File: src/rtl/puf_eval_ctrl_if.sv
// puf_eval_ctrl_if: host command/response signals and PUF array drive signals
interface puf_eval_ctrl_if #(
  parameter int N_PUF  = 16,
  parameter int CHAL_W = 128
);
  logic              start;
  logic [CHAL_W-1:0] challenge;
  logic              busy;
  logic              done;
  logic [N_PUF-1:0]  response;
  logic [N_PUF-1:0]  stable;
  logic [CHAL_W-1:0] puf_challenge;
  logic              puf_reset;
  logic              puf_launch;
  logic [N_PUF-1:0]  puf_resp;
  modport master (
    output start, challenge, puf_resp,
    input  busy, done, response, stable, puf_challenge, puf_reset, puf_launch
  );
  modport slave (
    input  start, challenge, puf_resp,
    output busy, done, response, stable, puf_challenge, puf_reset, puf_launch
  );
endinterface

File: src/rtl/puf_eval_ctrl.sv
// puf_eval_ctrl: sequences NUM_EVAL precharge/launch/settle/capture rounds and majority-votes the PUF array
module puf_eval_ctrl #(
  parameter int N_PUF         = 16,
  parameter int CHAL_W        = 128,
  parameter int NUM_EVAL      = 5,
  parameter int RST_CYCLES    = 2,
  parameter int SETTLE_CYCLES = 8
) (
  input logic            clk,
  input logic            reset,
  puf_eval_ctrl_if.slave bus
);
  localparam int CW = $clog2(NUM_EVAL + 1);
  localparam int TW = $clog2((RST_CYCLES > SETTLE_CYCLES ? RST_CYCLES : SETTLE_CYCLES) + 1);
  typedef enum logic [2:0] {IDLE, PRE, LAUNCH, SETTLE, CAPTURE, FINISH} state_t;
  state_t            r_state;
  logic [TW-1:0]     r_tmr;
  logic [7:0]        r_idx;
  logic [CW-1:0]     r_ones [N_PUF];
  logic [CW-1:0]     w_ones [N_PUF];
  logic [N_PUF-1:0]  r_ref, r_agree, w_agree, w_resp;
  logic              r_busy, r_done, r_puf_reset, r_puf_launch;
  logic [N_PUF-1:0]  r_response, r_stable;
  logic [CHAL_W-1:0] r_puf_challenge;
  assign bus.busy          = r_busy;
  assign bus.done          = r_done;
  assign bus.response      = r_response;
  assign bus.stable        = r_stable;
  assign bus.puf_challenge = r_puf_challenge;
  assign bus.puf_reset     = r_puf_reset;
  assign bus.puf_launch    = r_puf_launch;
  // Counts including the current sample, so the vote is ready in the capture cycle itself
  always_comb begin
    for (int i = 0; i < N_PUF; i++) begin
      w_ones[i] = r_ones[i] + CW'(bus.puf_resp[i]);
      w_resp[i] = w_ones[i] > CW'(NUM_EVAL / 2);
    end
    w_agree = (r_idx == 8'd0) ? '1 : r_agree & ~(bus.puf_resp ^ r_ref);
  end
  always_ff @(posedge clk) begin
    if (reset) begin
      r_state         <= IDLE;
      r_tmr           <= '0;
      r_idx           <= '0;
      r_ref           <= '0;
      r_agree         <= '0;
      r_busy          <= 1'b0;
      r_done          <= 1'b0;
      r_response      <= '0;
      r_stable        <= '0;
      r_puf_challenge <= '0;
      r_puf_reset     <= 1'b1;
      r_puf_launch    <= 1'b0;
      for (int i = 0; i < N_PUF; i++) r_ones[i] <= '0;
    end else begin
      case (r_state)
        IDLE: if (bus.start) begin
          r_puf_challenge <= bus.challenge;
          r_idx           <= '0;
          r_tmr           <= '0;
          r_busy          <= 1'b1;
          r_state         <= PRE;
          for (int i = 0; i < N_PUF; i++) r_ones[i] <= '0;
        end
        PRE: if (r_tmr == TW'(RST_CYCLES - 1)) begin
          r_tmr        <= '0;
          r_puf_reset  <= 1'b0;
          r_puf_launch <= 1'b1;
          r_state      <= LAUNCH;
        end else r_tmr <= r_tmr + 1'b1;
        LAUNCH: r_state <= SETTLE;
        SETTLE: if (r_tmr == TW'(SETTLE_CYCLES - 1)) r_state <= CAPTURE;
          else r_tmr <= r_tmr + 1'b1;
        CAPTURE: begin
          for (int i = 0; i < N_PUF; i++) r_ones[i] <= w_ones[i];
          r_agree      <= w_agree;
          r_ref        <= (r_idx == 8'd0) ? bus.puf_resp : r_ref;
          r_tmr        <= '0;
          r_puf_reset  <= 1'b1;
          r_puf_launch <= 1'b0;
          if (r_idx == 8'(NUM_EVAL - 1)) begin
            r_response <= w_resp;
            r_stable   <= w_agree;
            r_done     <= 1'b1;
            r_state    <= FINISH;
          end else begin
            r_idx   <= r_idx + 1'b1;
            r_state <= PRE;
          end
        end
        FINISH: begin
          r_done  <= 1'b0;
          r_busy  <= 1'b0;
          r_state <= IDLE;
        end
        default: r_state <= IDLE;
      endcase
    end
  end
endmodule

File: src/flat_wrapper.sv
// flat-port wrapper written by rule: the top's interface ports become plain ports
module puf_eval_ctrl_flat 
#(
  parameter int N_PUF         = 16,
  parameter int CHAL_W        = 128,
  parameter int NUM_EVAL      = 5,
  parameter int RST_CYCLES    = 2,
  parameter int SETTLE_CYCLES = 8
)
  (clk, reset, bus_start, bus_challenge, bus_puf_resp, bus_busy, bus_done, bus_response, bus_stable, bus_puf_challenge, bus_puf_reset, bus_puf_launch);
  puf_eval_ctrl_if #(.N_PUF(N_PUF), .CHAL_W(CHAL_W)) bus_i ();
  input logic clk;
  input logic reset;
  input wire logic [$bits(bus_i.start)-1:0] bus_start;
  input wire logic [$bits(bus_i.challenge)-1:0] bus_challenge;
  input wire logic [$bits(bus_i.puf_resp)-1:0] bus_puf_resp;
  output wire logic [$bits(bus_i.busy)-1:0] bus_busy;
  output wire logic [$bits(bus_i.done)-1:0] bus_done;
  output wire logic [$bits(bus_i.response)-1:0] bus_response;
  output wire logic [$bits(bus_i.stable)-1:0] bus_stable;
  output wire logic [$bits(bus_i.puf_challenge)-1:0] bus_puf_challenge;
  output wire logic [$bits(bus_i.puf_reset)-1:0] bus_puf_reset;
  output wire logic [$bits(bus_i.puf_launch)-1:0] bus_puf_launch;
  assign bus_i.start = bus_start;
  assign bus_i.challenge = bus_challenge;
  assign bus_i.puf_resp = bus_puf_resp;
  assign bus_busy = bus_i.busy;
  assign bus_done = bus_i.done;
  assign bus_response = bus_i.response;
  assign bus_stable = bus_i.stable;
  assign bus_puf_challenge = bus_i.puf_challenge;
  assign bus_puf_reset = bus_i.puf_reset;
  assign bus_puf_launch = bus_i.puf_launch;
  puf_eval_ctrl #(.N_PUF(N_PUF), .CHAL_W(CHAL_W), .NUM_EVAL(NUM_EVAL), .RST_CYCLES(RST_CYCLES), .SETTLE_CYCLES(SETTLE_CYCLES)) u_core (.clk(clk), .reset(reset), .bus(bus_i));
endmodule
File: config.mk
export PLATFORM = sky130hd
export DESIGN_NAME = puf_eval_ctrl_flat
export DESIGN_NICKNAME = d
export VERILOG_FILES = /design/src/rtl/puf_eval_ctrl_if.sv /design/src/rtl/puf_eval_ctrl.sv /design/src/flat_wrapper.sv
export SDC_FILE = /design/constraint.sdc
export NUM_CORES = 1
export LEC_CHECK = 0
export BUFFER_PORTS_ARGS = -buffer_cell sky130_fd_sc_hd__clkbuf_2
export CAP_MARGIN = 25
export CORE_MARGIN = 2
export CORE_UTILIZATION = 50
export DETAILED_ROUTE_END_ITERATION = 8
export PLACE_DENSITY_LB_ADDON = 0.3
export SYNTH_ARGS = -nofsm -noshare
export SYNTH_HDL_FRONTEND = slang
export SYNTH_SLANG_ARGS = --single-unit
File: constraint.sdc
create_clock -name clk -period 2.83 [get_ports clk]
set_clock_uncertainty 0.05 [all_clocks]
set_input_delay 0.4245 -clock clk [delete_from_list [all_inputs] [get_ports clk]]
set_output_delay 0.4245 -clock clk [all_outputs]
set_load 0.02 [all_outputs]
* Word-level counts from Yosys, hierarchy flattened
Memory sizes are Yosys's and may differ from the RTL's.
Cells that the tools add are included.
** Storage, ports and cells
- Bits of input ports :: 147
- Memory bits (writable) :: 48
- Bits in registers :: 211
- Word-level logic and storage cells :: 174
- Memories kept :: 1
- Output and inout port bits :: 164
** Memory list
- u_core.r_ones :: words 16, bits a word 3, read ports 16, clocked after Yosys merged registers in 0, wr ports 16, RTL line puf_eval_ctrl.sv:19 : logic [CW-1:0] r_ones [N_PUF];
** Operators by class
- Mux-type cells :: 62
- Reduce and logical (&&, ||, !) cells :: 16
- $add $sub $neg :: 18
- Eq/ne operators :: 14
- Bitwise gates (word level) :: 35
- Order comparisons :: 16
** Operators with widths (number)
- $mux W3 :: 36
- $add A3 B1 Y3 :: 16
- $gt A3 B2 Y1 const B :: 16
- $or A1 B1 Y1 :: 32
- $and A16 B16 Y16 :: 1
- $mux W16 :: 1
- $mux W8 :: 2
- $not A16 Y16 :: 1
- $pmux W4 S4 :: 1
- $pmux W8 S2 :: 1
- $xor A16 B16 Y16 :: 1
- $pmux W3 S5 :: 1
- $mux W1 :: 13
- $mux W4 :: 3
- $reduce_and A2 Y1 :: 6
- $reduce_and A3 Y1 :: 3
- $add A8 B1 Y8 const B :: 1
- $eq A8 B3 Y1 const B :: 1
- $logic_not A8 Y1 :: 1
- $pmux W1 S2 :: 4
- $reduce_bool A2 Y1 :: 4
- $eq A3 B2 Y1 const B :: 2
- $eq A3 B3 Y1 const B :: 2
- $ne A2 B1 Y1 const B :: 3
- other kinds (7) :: 9

* Depth between registers and ports, before layout
Gate-level depths: netlist of the first run.
- Depth in word-level cells :: 6
- Gate-level depth with buffers :: 8
- Gate-level depth less buffers :: 6

* Worst setup path before layout of the first run
No wires, ideal clock.
- Path kind :: register to register
- From :: register u_core.r_state[2]
- To :: memory u_core.r_ones[0][10] (netlist bit) (enable)
- Required time :: 2402 ps
- Buffers on the path :: 2
- Period minus slack after synthesis :: 2284 ps
- Setup time :: 378 ps
- Data arrival time :: 1856 ps
- Path slack :: 546 ps
- Stages on the path, launching flop included :: 6
- Cells stage by stage :: dfxtp_1 > clkbuf_1 > nor4b_1 > clkbuf_1 > nor2_1 > nand2_1
** RTL lines
- start, declared :: RTL line puf_eval_ctrl.sv:16 : state_t r_state;
- start signal, assigned :: RTL line puf_eval_ctrl.sv:42 : r_state <= IDLE;
- start signal, assigned :: RTL line puf_eval_ctrl.sv:62 : r_state <= PRE;
- start signal, assigned :: RTL line puf_eval_ctrl.sv:69 : r_state <= LAUNCH;
- end, declared :: RTL line puf_eval_ctrl.sv:19

* Final worst setup path of the first run
- From :: register u_core.r_state[2]
- To :: register u_core.r_response[6], in the netlist u_core.bus.response[6]
** Between the ends
- Word-level cells in the longest chain between the ends :: 2
** Ends and longest elaborated chain
- $eq A3 B3 Y1 :: RTL line puf_eval_ctrl.sv:56 : case (r_state)
- $reduce_and A2 Y1 (no source line)
- end signal, assigned :: RTL line puf_eval_ctrl.sv:82 : r_response <= w_resp;
- end, declared :: RTL line puf_eval_ctrl.sv:23 : logic [N_PUF-1:0] r_response, r_stable;
No other way between the ends.
A chain may end at the register's enable or synchronous reset.

==> run metrics, run 1 <==
Seq/Total Area, Yosys 0.548; most area-consuming cells after synthesis dfxtp_1, edfxtp_1, nand2_1, a21oi_1, ha_1; Initial Util 0.508; Cells after Synth 1120; I/O Pins 311; Synth Net Count 1303; Synth async-reset ratio 0; Setup CP Type reg2reg; GRT Util Overall 0.234; largest area contributor in the netlist dfxtp_1; Sinks on Clock Net 259; Critical Path RT 3.20 ns; Slowest-stage cell, CP or3b_1; Slew Limit Fails 0; CP max stage delay 0.62 ns; Core Area 0.0202 mm2; Startpoint Class flip-flop; drt total wl 26.0 mm; Max Fanout on Critical Path 31; buffer and inverter count on the worst path 1; H-tree depth 1; die height 147 um; drt first pass iters 5; Worst EP arrival 2.76 ns; Hold Crit Class in2reg; Tot Pwr 8.97 mW; Seq cells post-synth 259; post-CTS sizing 0; Final min period 2.39 ns; Achievable Freq 419 MHz; drt initial violations 477; CP Cell Sequence or3b_1 > nor4_4 > buf_4 > nor2_1 > a211oi_1; TNS Setup 0 ns; DRC 0; Vias/cell 5.21; CP endpoint kind flip-flop; Die W 147 um; Leak 5.45 nW; status finished, final reports clean; TritonCTS buffer count 28; share of cells above drive strength 1 0.276; clk slew on worst S/H paths 0.06 ns; Routed Antenna Nets 0; worst skew pair latency 0.52 ns; global-route wire length before repair 42.2 mm; cell area after layout 0.0129 mm2; buffer levels on the longest clock path 3; Port Buf Inserts 310; postcts setup bufs 0; Slew @ Worst Pin 0.722 ns; Slew headroom 0.518; final period utilization 0.843; Synth cell types 50; Detail Placement HPWL 18.1 mm; YS warnings 0; Final nets 1581; synthesized area per cell 9.18 um2; n_diodes 0; RSZ-0062 raised after global routing false; Hold-fix buffers, CTS 0; P per Cell Area 696 mW/mm2; ys flop type dfxtp_1; max_cap viols 0; CTS root buf clkbuf_16; Finish-stage setup viols 0; row count 52; largest net degree at the start of global routing 130; drt wl/cell 15.4 um; GRT overflow 0; Post-Syn Area 0.0103 mm2; area grow syn2layout 25.3%; vias in the first global route 8474; top cell type's share of synthesized area 0.417; DP Area 0.0120 mm2; vias 8792; CTS tree done; peak supply drop 0.000541 V; Post-synth EDFFs 45; gpl congestion 0.769; Top Family by Delay on Critical Path simple AND/OR/NAND/NOR gates; area of the die 0.0217 mm2; final hold violation count 0; initial antenna violation count 0; fillers 1681
worst paths after layout:
check                               startpoint                            to  slack (ns)  cells past startpoint
hold / removal               bus_challenge[74]  u_core.bus.puf_challenge[74]        0.07                      3
setup reg to reg             u_core.r_state[2]        u_core.bus.response[6]        0.44                      5
setup / recovery             u_core.r_state[2]        u_core.bus.response[6]        0.44                      5
hold reg to reg   u_core.bus.puf_challenge[74]  u_core.bus.puf_challenge[74]        0.40                      2
sequential cells by signal (all words and copies together) (netlist names):
signal and flops:
u_core.bus.puf_challenge 128, u_core.r_ones 48, u_core.r_idx 8, u_core.bus.done 1, u_core.bus.stable 16, u_core.r_tmr 4, u_core.bus.busy 1, u_core.r_state 3
u_core.bus.puf_launch 1, u_core.bus.response 16, u_core.bus.puf_reset 1, u_core.r_ref 16, u_core.r_agree 16
cell usage after synthesis (5+ instances only):
master	count
dfxtp_1	214
nand2_1	310
a211oi_1	27
buf_2	15
nand2b_1	6
ha_1	36
edfxtp_1	45
clkbuf_1	51
a211oi_2	13
buf_6	5
inv_1	7
a311oi_1	8
and2_1	37
nor2_1	66
xnor2_1	24
xor2_1	9
a21oi_1	182
cell families after synthesis:
| logic type | Yosys count | share of synthesized area |
|---|---|---|
| compound gates | 250 | 0.146 |
| xor+xnor | 33 | 0.0281 |
| fa+ha+maj | 36 | 0.0438 |
| buf+inv | 83 | 0.0383 |
| flops | 259 | 0.548 |
| mux | 2 | 0.00207 |
| simple gates | 457 | 0.194 |
through the flow:
| step | instances | util | hold WS [ns] | setup slack [ns] |
|---|---|---|---|---|
| after floorplan | 1120 | - | 0.390 | 0.546 |
| after global placement | 1638 | 0.592 | 0.391 | 0.570 |
| after detailed placement | 1638 | 0.592 | 0.396 | 0.464 |
| after CTS | 1688 | 0.637 | 0.0473 | 0.443 |
| after global routing | 1688 | 0.637 | 0.0535 | 0.243 |
| final | 1688 | 0.637 | 0.0666 | 0.443 |
worst register-to-register path: stages, from the launching register on:
cell and delay [ns]:
dfxtp_1 0.55, or3b_1 0.63, nor4_4 0.35, buf_4 0.37, nor2_1 0.09, a211oi_1 0.26
power by group:
| group | leakage, nW | internal [mW] | switching [mW] |
|---|---|---|---|
| Combinational | 2.78 | 0.438 | 0.828 |
| Sequential | 2.22 | 4.00 | 0.133 |
| Clock | 0.443 | 2.15 | 1.41 |
| Total | 5.45 | 6.59 | 2.37 |
cell usage in the layout (no fill, tap or decap), drive strengths merged, types with 3 or more instances in the layout:
cell type	count
clkbuf	354
nand2	310
dfxtp	214
a21oi	182
nor2	66
edfxtp	45
a211oi	40
and2	37
ha	36
xnor2	24
buf	15
xor2	9
a311oi	8
inv	7
nand2b	6
or4	5
or2	4
nand3	4
o31ai	4
o21ai	4
nor4	4
nand3b	3
or3	3
nor2b	3
clkinv	3
nor3	3
layer usage:
layer / routed length, um / vias to the layer above / GRT usage
met2: 12600 / 266 / 0.394
met1: 10900 / 4139 / 0.298
li1: - / 4337 / -
met5: 0 / - / 0
met3: 1830 / 50 / 0.0614
met4: 717 / 0 / 0.0683
final cells by class:
cell class              instances  area [um2]  area share
clock buffers                  45         857      0.0665
well taps                     270         338      0.0262
flip-flops and latches        259        5640       0.437
clock inverters                 5        52.6     0.00408
inverters                       7        26.3     0.00204
repair buffers                324        1710       0.133
multi-input cells             778        4270       0.331
(Power assumes the default switching activity.)
==> inputs of run 2 (changes only) <==
--- a/config.mk
+++ b/config.mk
@@ -5,10 +5,11 @@
 export SDC_FILE = /design/constraint.sdc
 export NUM_CORES = 1
 export LEC_CHECK = 0
+export ABC_AREA = 1
 export BUFFER_PORTS_ARGS = -buffer_cell sky130_fd_sc_hd__clkbuf_2
 export CAP_MARGIN = 25
 export CORE_MARGIN = 2
-export CORE_UTILIZATION = 50
+export CORE_UTILIZATION = 47
 export DETAILED_ROUTE_END_ITERATION = 8
 export PLACE_DENSITY_LB_ADDON = 0.3
 export SYNTH_ARGS = -nofsm -noshare
==> constraint.sdc (replaced) <==
create_clock -name clk -period 2 [get_ports clk]
set_clock_uncertainty 0.05 [all_clocks]
set_input_delay 0.3 -clock clk [delete_from_list [all_inputs] [get_ports clk]]
set_output_delay 0.3 -clock clk [all_outputs]
set_load 0.02 [all_outputs]
==> run 2 against run 1 <==
  * Sequential share of layout area fell by 3.6 points
  * Core utilization rose by 0.50 points
  * Fmax increased by 37%
  * Highest routed layer is now met5
==> run metrics, run 2 <==
synthesized area per cell 8.24 um2; fillers 1849; drt wl/cell 15.4 um; status finished, final reports clean; Tot Pwr 14.8 mW; drt total wl 30.1 mm; Hold Crit Class in2reg; area of the die 0.0236 mm2; Port Buf Inserts 310; ys flop type dfxtp_1; Core Area 0.0219 mm2; largest area contributor in the netlist dfxtp_1; Slew Limit Fails 0; die height 154 um; initial antenna violation count 3; Seq/Total Area, Yosys 0.534; share of cells above drive strength 1 0.234; worst setup path startpoint u_core.r_state[2]; Sinks on Clock Net 259; CP max stage delay 0.43 ns; max_cap viols 0; Post-synth EDFFs 45; drt first pass iters 5; RSZ-0062 raised after global routing false; Cells after DPL 1824; Detail Placement HPWL 19.8 mm; final hold violation count 0; worst skew pair latency 0.53 ns; Synth async-reset ratio 0; commonest non-fill, non-tap cell in the layout clkbuf_2; flop-to-flop setup slack 0.26 ns; largest net degree at the start of global routing 77; most frequent cells after synthesis dfxtp_1, inv_1, o21ai_0; CTS root buf clkbuf_16; area grow syn2layout 33.3%; Slowest-stage cell, CP dfxtp_1; Synth Net Count 1463; Synth cell types 30; worst reg2reg path endpoint u_core.bus.puf_challenge[62]; Post-Syn Area 0.0105 mm2; worst setup path end u_core.bus.puf_challenge[62]; Largest register FFs 128; Leak 6.42 nW; final instance count without filler cells 1950; Routed Antenna Nets 0; Slew headroom 0.593; TritonCTS buffer count 28; count leader, synth dfxtp_1; row count 54; GRT Util Overall 0.246; commonest cells after routing, fill and taps aside clkbuf_2, dfxtp_1, inv_1; vias 9735; Achievable Freq 576 MHz; CTS tree done; Initial Util 0.482; Final min period 1.74 ns; Setup CP Type reg2reg; Critical Path RT 2.40 ns; Vias/cell 4.99; clk slew on worst S/H paths 0.06 ns; I/O Pins 311; postcts setup bufs 0; Max Fanout on Critical Path 46; most area-consuming cells after synthesis dfxtp_1, edfxtp_1, o21ai_0, a21oi_1, inv_1; CP Cell Sequence inv_1 > nand3_4 > buf_12 > buf_4 > o21ai_0 > a21oi_1; top cell type's share of synthesized area 0.406; Startpoint Class flip-flop; CP endpoint kind flip-flop; Seq cells post-synth 259; R2R cell count 6; YS warnings 0; Final Util 0.642; drt initial violations 580; Die W 154 um; buffer levels on the longest clock path 3; H-tree depth 1; global-route wire length before repair 47.4 mm; Worst EP arrival 2.13 ns; vias in the first global route 9452; gpl congestion 0.852; final period utilization 0.868; peak supply drop 0.000755 V; Finish-stage setup viols 0; Slew @ Worst Pin 0.610 ns; TNS Setup 0 ns; GRT overflow 0; r2r startpoint u_core.r_state[2]; P per Cell Area 1050 mW/mm2; Final nets 1829; DRC 0; Cells after Synth 1280
[run 2: cell count changes after synthesis, sizes merged, moves of 30 or more]
cell    previous run  this run
inv                7       216
nor2              66       144
nand2            310       102
a211oi            40         0
o21ai              4       213
and2              37         0
nand3              4        34
[run 2: how the worst min path moves through the flow]
stage,start,cells after the start,end,slack (ns)
3_5_place_dp,u_core.bus.puf_challenge[19],2,u_core.bus.puf_challenge[19],0.38
2_1_floorplan,u_core.r_ones[0][0],2,u_core.r_ones[0][0],0.39
4_1_cts,bus_challenge[33],3,u_core.bus.puf_challenge[33],0.0003
3_3_place_gp,u_core.bus.puf_challenge[25],2,u_core.bus.puf_challenge[25],0.38
6_report,bus_challenge[86],3,u_core.bus.puf_challenge[86],0.006
5_1_grt,bus_challenge[104],3,u_core.bus.puf_challenge[104],0.001
[run 2: cell type report]
cell class	instances	area (um2)	area share
antenna	2	5.00	0.000356
timing repair buffer	405	2540	0.181
tap	280	350	0.0249
inverter	218	823	0.0586
sequential	259	5640	0.401
multi-input combinational	734	3760	0.268
clock inverter	8	42.5	0.00303
clock buffer	44	890	0.0633
[run 2: layer usage]
metal | track usage | routed length [um] | up-vias
li1 | - | - | 4859
met1 | 0.290 | 12000 | 4422
met2 | 0.421 | 14500 | 353
met3 | 0.0516 | 1830 | 99
met4 | 0.133 | 1800 | 2
met5 | 0 | 13 | -
[run 2: critical path: cells and delay by family (launching register included)]
kind,cells,cell delay (ns)
DFF,1,0.43
AOI/OAI and AO/OA,2,0.31
and+or+nand+nor,1,0.17
buffers and inverters,3,0.67
[run 2: metrics by stage]
stage	worst slack (ns)	hold slack, ns	cell area (um2)
global route	0.128	0.00143	14100
floorplan	0.0911	0.395	10500
detailed placement	0.322	0.384	12400
finish	0.264	0.00624	14100
global placement	0.373	0.380	12400
CTS	0.329	0.000329	14000
[run 2: kinds of logic (layout without fill, tap and decap cells)]
| group | Yosys count | after routing | synth area share |
|---|---|---|---|
| other | 0 | 2 | 0 |
| and+or+nand+nor | 287 | 287 | 0.112 |
| DFF | 259 | 259 | 0.534 |
| buffers and inverters | 287 | 675 | 0.110 |
| AOI/OAI and AO/OA | 394 | 394 | 0.187 |
| xor gates and xnor gates | 17 | 17 | 0.0141 |
| adders and majority gates | 36 | 36 | 0.0427 |
[run 2: what timing repair did]
| action | CTS | global route |
|---|---|---|
| resized for setup | 0 | 0 |
| endpoints found under the hold margin | 72 | 0 |
| hold buffers | 72 | 0 |
[run 2: power by group]
part           switching [mW]  internal, mW  leakage, nW
clock network            2.07          3.05        0.463
registers               0.406          6.01         2.24
logic                    2.16          1.12         3.71
==> inputs of run 3 (changes only) <==
--- a/config.mk
+++ b/config.mk
@@ -12,6 +12,7 @@
 export CORE_UTILIZATION = 47
 export DETAILED_ROUTE_END_ITERATION = 8
 export PLACE_DENSITY_LB_ADDON = 0.3
+export SETUP_SLACK_MARGIN = 0.4
 export SYNTH_ARGS = -nofsm -noshare
 export SYNTH_HDL_FRONTEND = slang
 export SYNTH_SLANG_ARGS = --single-unit
==> run 3 against run 2 <==
  * Routed wire length increased by 8.4%
  * Via count increased by 3.5%
  * Final cell count up 2.1%
  * Die area unchanged
  * Sequential cell count unchanged
  * Global-route usage up 1.3 points
  * Sequential share of layout area shrank 1.5 points
  * First-iteration DRC count is 16% higher
  * Non-clock buffer count increased by 42
  * Worst setup slack improved by 0.19 ns
  * Register-to-register slack better by 0.19 ns
  * Cell area rose by 4.2%
  * Critical endpoint is now u_core.bus.puf_challenge[48]
  * Largest cell class unchanged
==> run metrics, run 3 (synthesized netlist as in run 2, its figures left out) <==
buffer levels on the longest clock path 3; drt total wl 32.6 mm; initial antenna violation count 4; vias in the first global route 9784; Largest register FFs 128; die height 154 um; Slew Limit Fails 0; routed wl met3 2.55 mm; worst skew pair latency 0.54 ns; Critical Path RT 2.36 ns; Worst EP arrival 1.91 ns; FF+latch area 0.00565 mm2; Core Area 0.0219 mm2; Routed Antenna Nets 0; footprint of the multi-input gates 0.00386 mm2; commonest non-fill, non-tap cell in the layout clkbuf_2; highest routed layer met5; WHS 0.00733 ns; row count 54; worst slack at placement 0.266 ns; Initial Util 0.482; Setup CP Type reg2reg; max_cap viols 0; H-tree depth 1; I/O Pins 311; Final min period 1.54 ns; P per Cell Area 1030 mW/mm2; PnR worst setup slack 0.457 ns; met2 routed WL 16.0 mm; Slew headroom 0.691; Hold Crit Class in2reg; clk slew on worst S/H paths 0.06 ns; gpl congestion 0.869; TNS Setup 0 ns; CP endpoint kind flip-flop; Detail Placement HPWL 19.6 mm; peak supply drop 0.000719 V; final period utilization 0.771; drt first pass iters 5; Final Util 0.669; GRT overflow 0; Port Buf Inserts 310; Sinks on Clock Net 259; Slew @ Worst Pin 0.459 ns; commonest cells after routing, fill and taps aside clkbuf_2, inv_1, dfxtp_1; Achievable Freq 648 MHz; GRT Util Overall 0.259; Startpoint Class flip-flop; Max Fanout on Critical Path 30; area grow syn2layout 38.9%; Leak 6.66 nW; Vias/cell 5.06; final hold violation count 0; CTS tree done; CTS root buf clkbuf_16; drt initial violations 672; Final nets 1871; largest net degree at the start of global routing 90; vias 10076; DRC 0; drt wl/cell 16.4 um; Metal-1 WL 12.3 mm; status finished, final reports clean; Die W 154 um; Finish-stage setup viols 0; fillers 1739; global-route wire length before repair 50.0 mm; RSZ-0062 raised after global routing true; area of the die 0.0236 mm2; TritonCTS buffer count 28; share of cells above drive strength 1 0.246
run 3: cell count changes in the layout (fill, tap and decap cells not counted), sizes merged:
cell         previous run  this run
clkinv                  8         6
buf                    23        31
diode                   2         3
clkinvlp                1         0
dlygate4sd3            72       103
clkbuf                354       357
run 3: final timing paths:
check | slack [ns] | start | end | cells after the start
worst max-delay path | 0.46 | u_core.r_state[1] | u_core.bus.puf_challenge[48] | 6
worst max register to register | 0.46 | u_core.r_state[1] | u_core.bus.puf_challenge[48] | 6
worst min-delay path | 0.007 | bus_challenge[14] | u_core.bus.puf_challenge[14] | 3
worst min register to register | 0.39 | u_core.bus.puf_challenge[75] | u_core.bus.puf_challenge[75] | 2
run 3: timing repair:
item	4_1_cts	5_1_grt
cloned	1	4
endpoints found under the hold margin	103	0
hold buffers	103	0
pin swaps	0	7
resized for setup	14	55
buffers inserted	0	6
endpoints found under the setup margin	159	227
run 3: cell type report:
type	instances	share of cell area
inverters	218	0.0574
well taps	280	0.0239
flip-flops and latches	259	0.386
repair buffers	447	0.208
multi-input cells	734	0.264
diodes	3	0.000513
clock buffers	44	0.0589
clock inverters	5	0.00197
run 3: routing by layer:
| layer | GRT usage | vias to the layer above |
|---|---|---|
| met2 | 0.445 | 434 |
| met1 | 0.299 | 4587 |
| met5 | 0 | - |
| met4 | 0.133 | 2 |
| met3 | 0.0671 | 106 |
| li1 | - | 4947 |
run 3: per-stage QoR:
stage,power [mW],cell area [um2],instances
after floorplan,8.40,10500,1280
after global placement,9.48,12400,1824
after detailed placement,9.56,12400,1824
after CTS,14.8,14400,1977
after global routing,15.7,14600,1990
final,15.0,14600,1990
run 3: report_power, final:
group / total [mW] / switching, mW / internal, mW
Combinational: 3.63 / 2.34 / 1.29
Clock: 5.01 / 2.07 / 2.93
Sequential: 6.41 / 0.396 / 6.01
Total: 15.0 / 4.81 / 10.2
run 3: worst max-delay path: stages, from the launching register on:
cell and delay, ns:
dfxtp_4 0.36, nor2_4 0.18, nand3_4 0.12, buf_12 0.18, buf_16 0.18, o21ai_0 0.23
a21oi_1 0.10
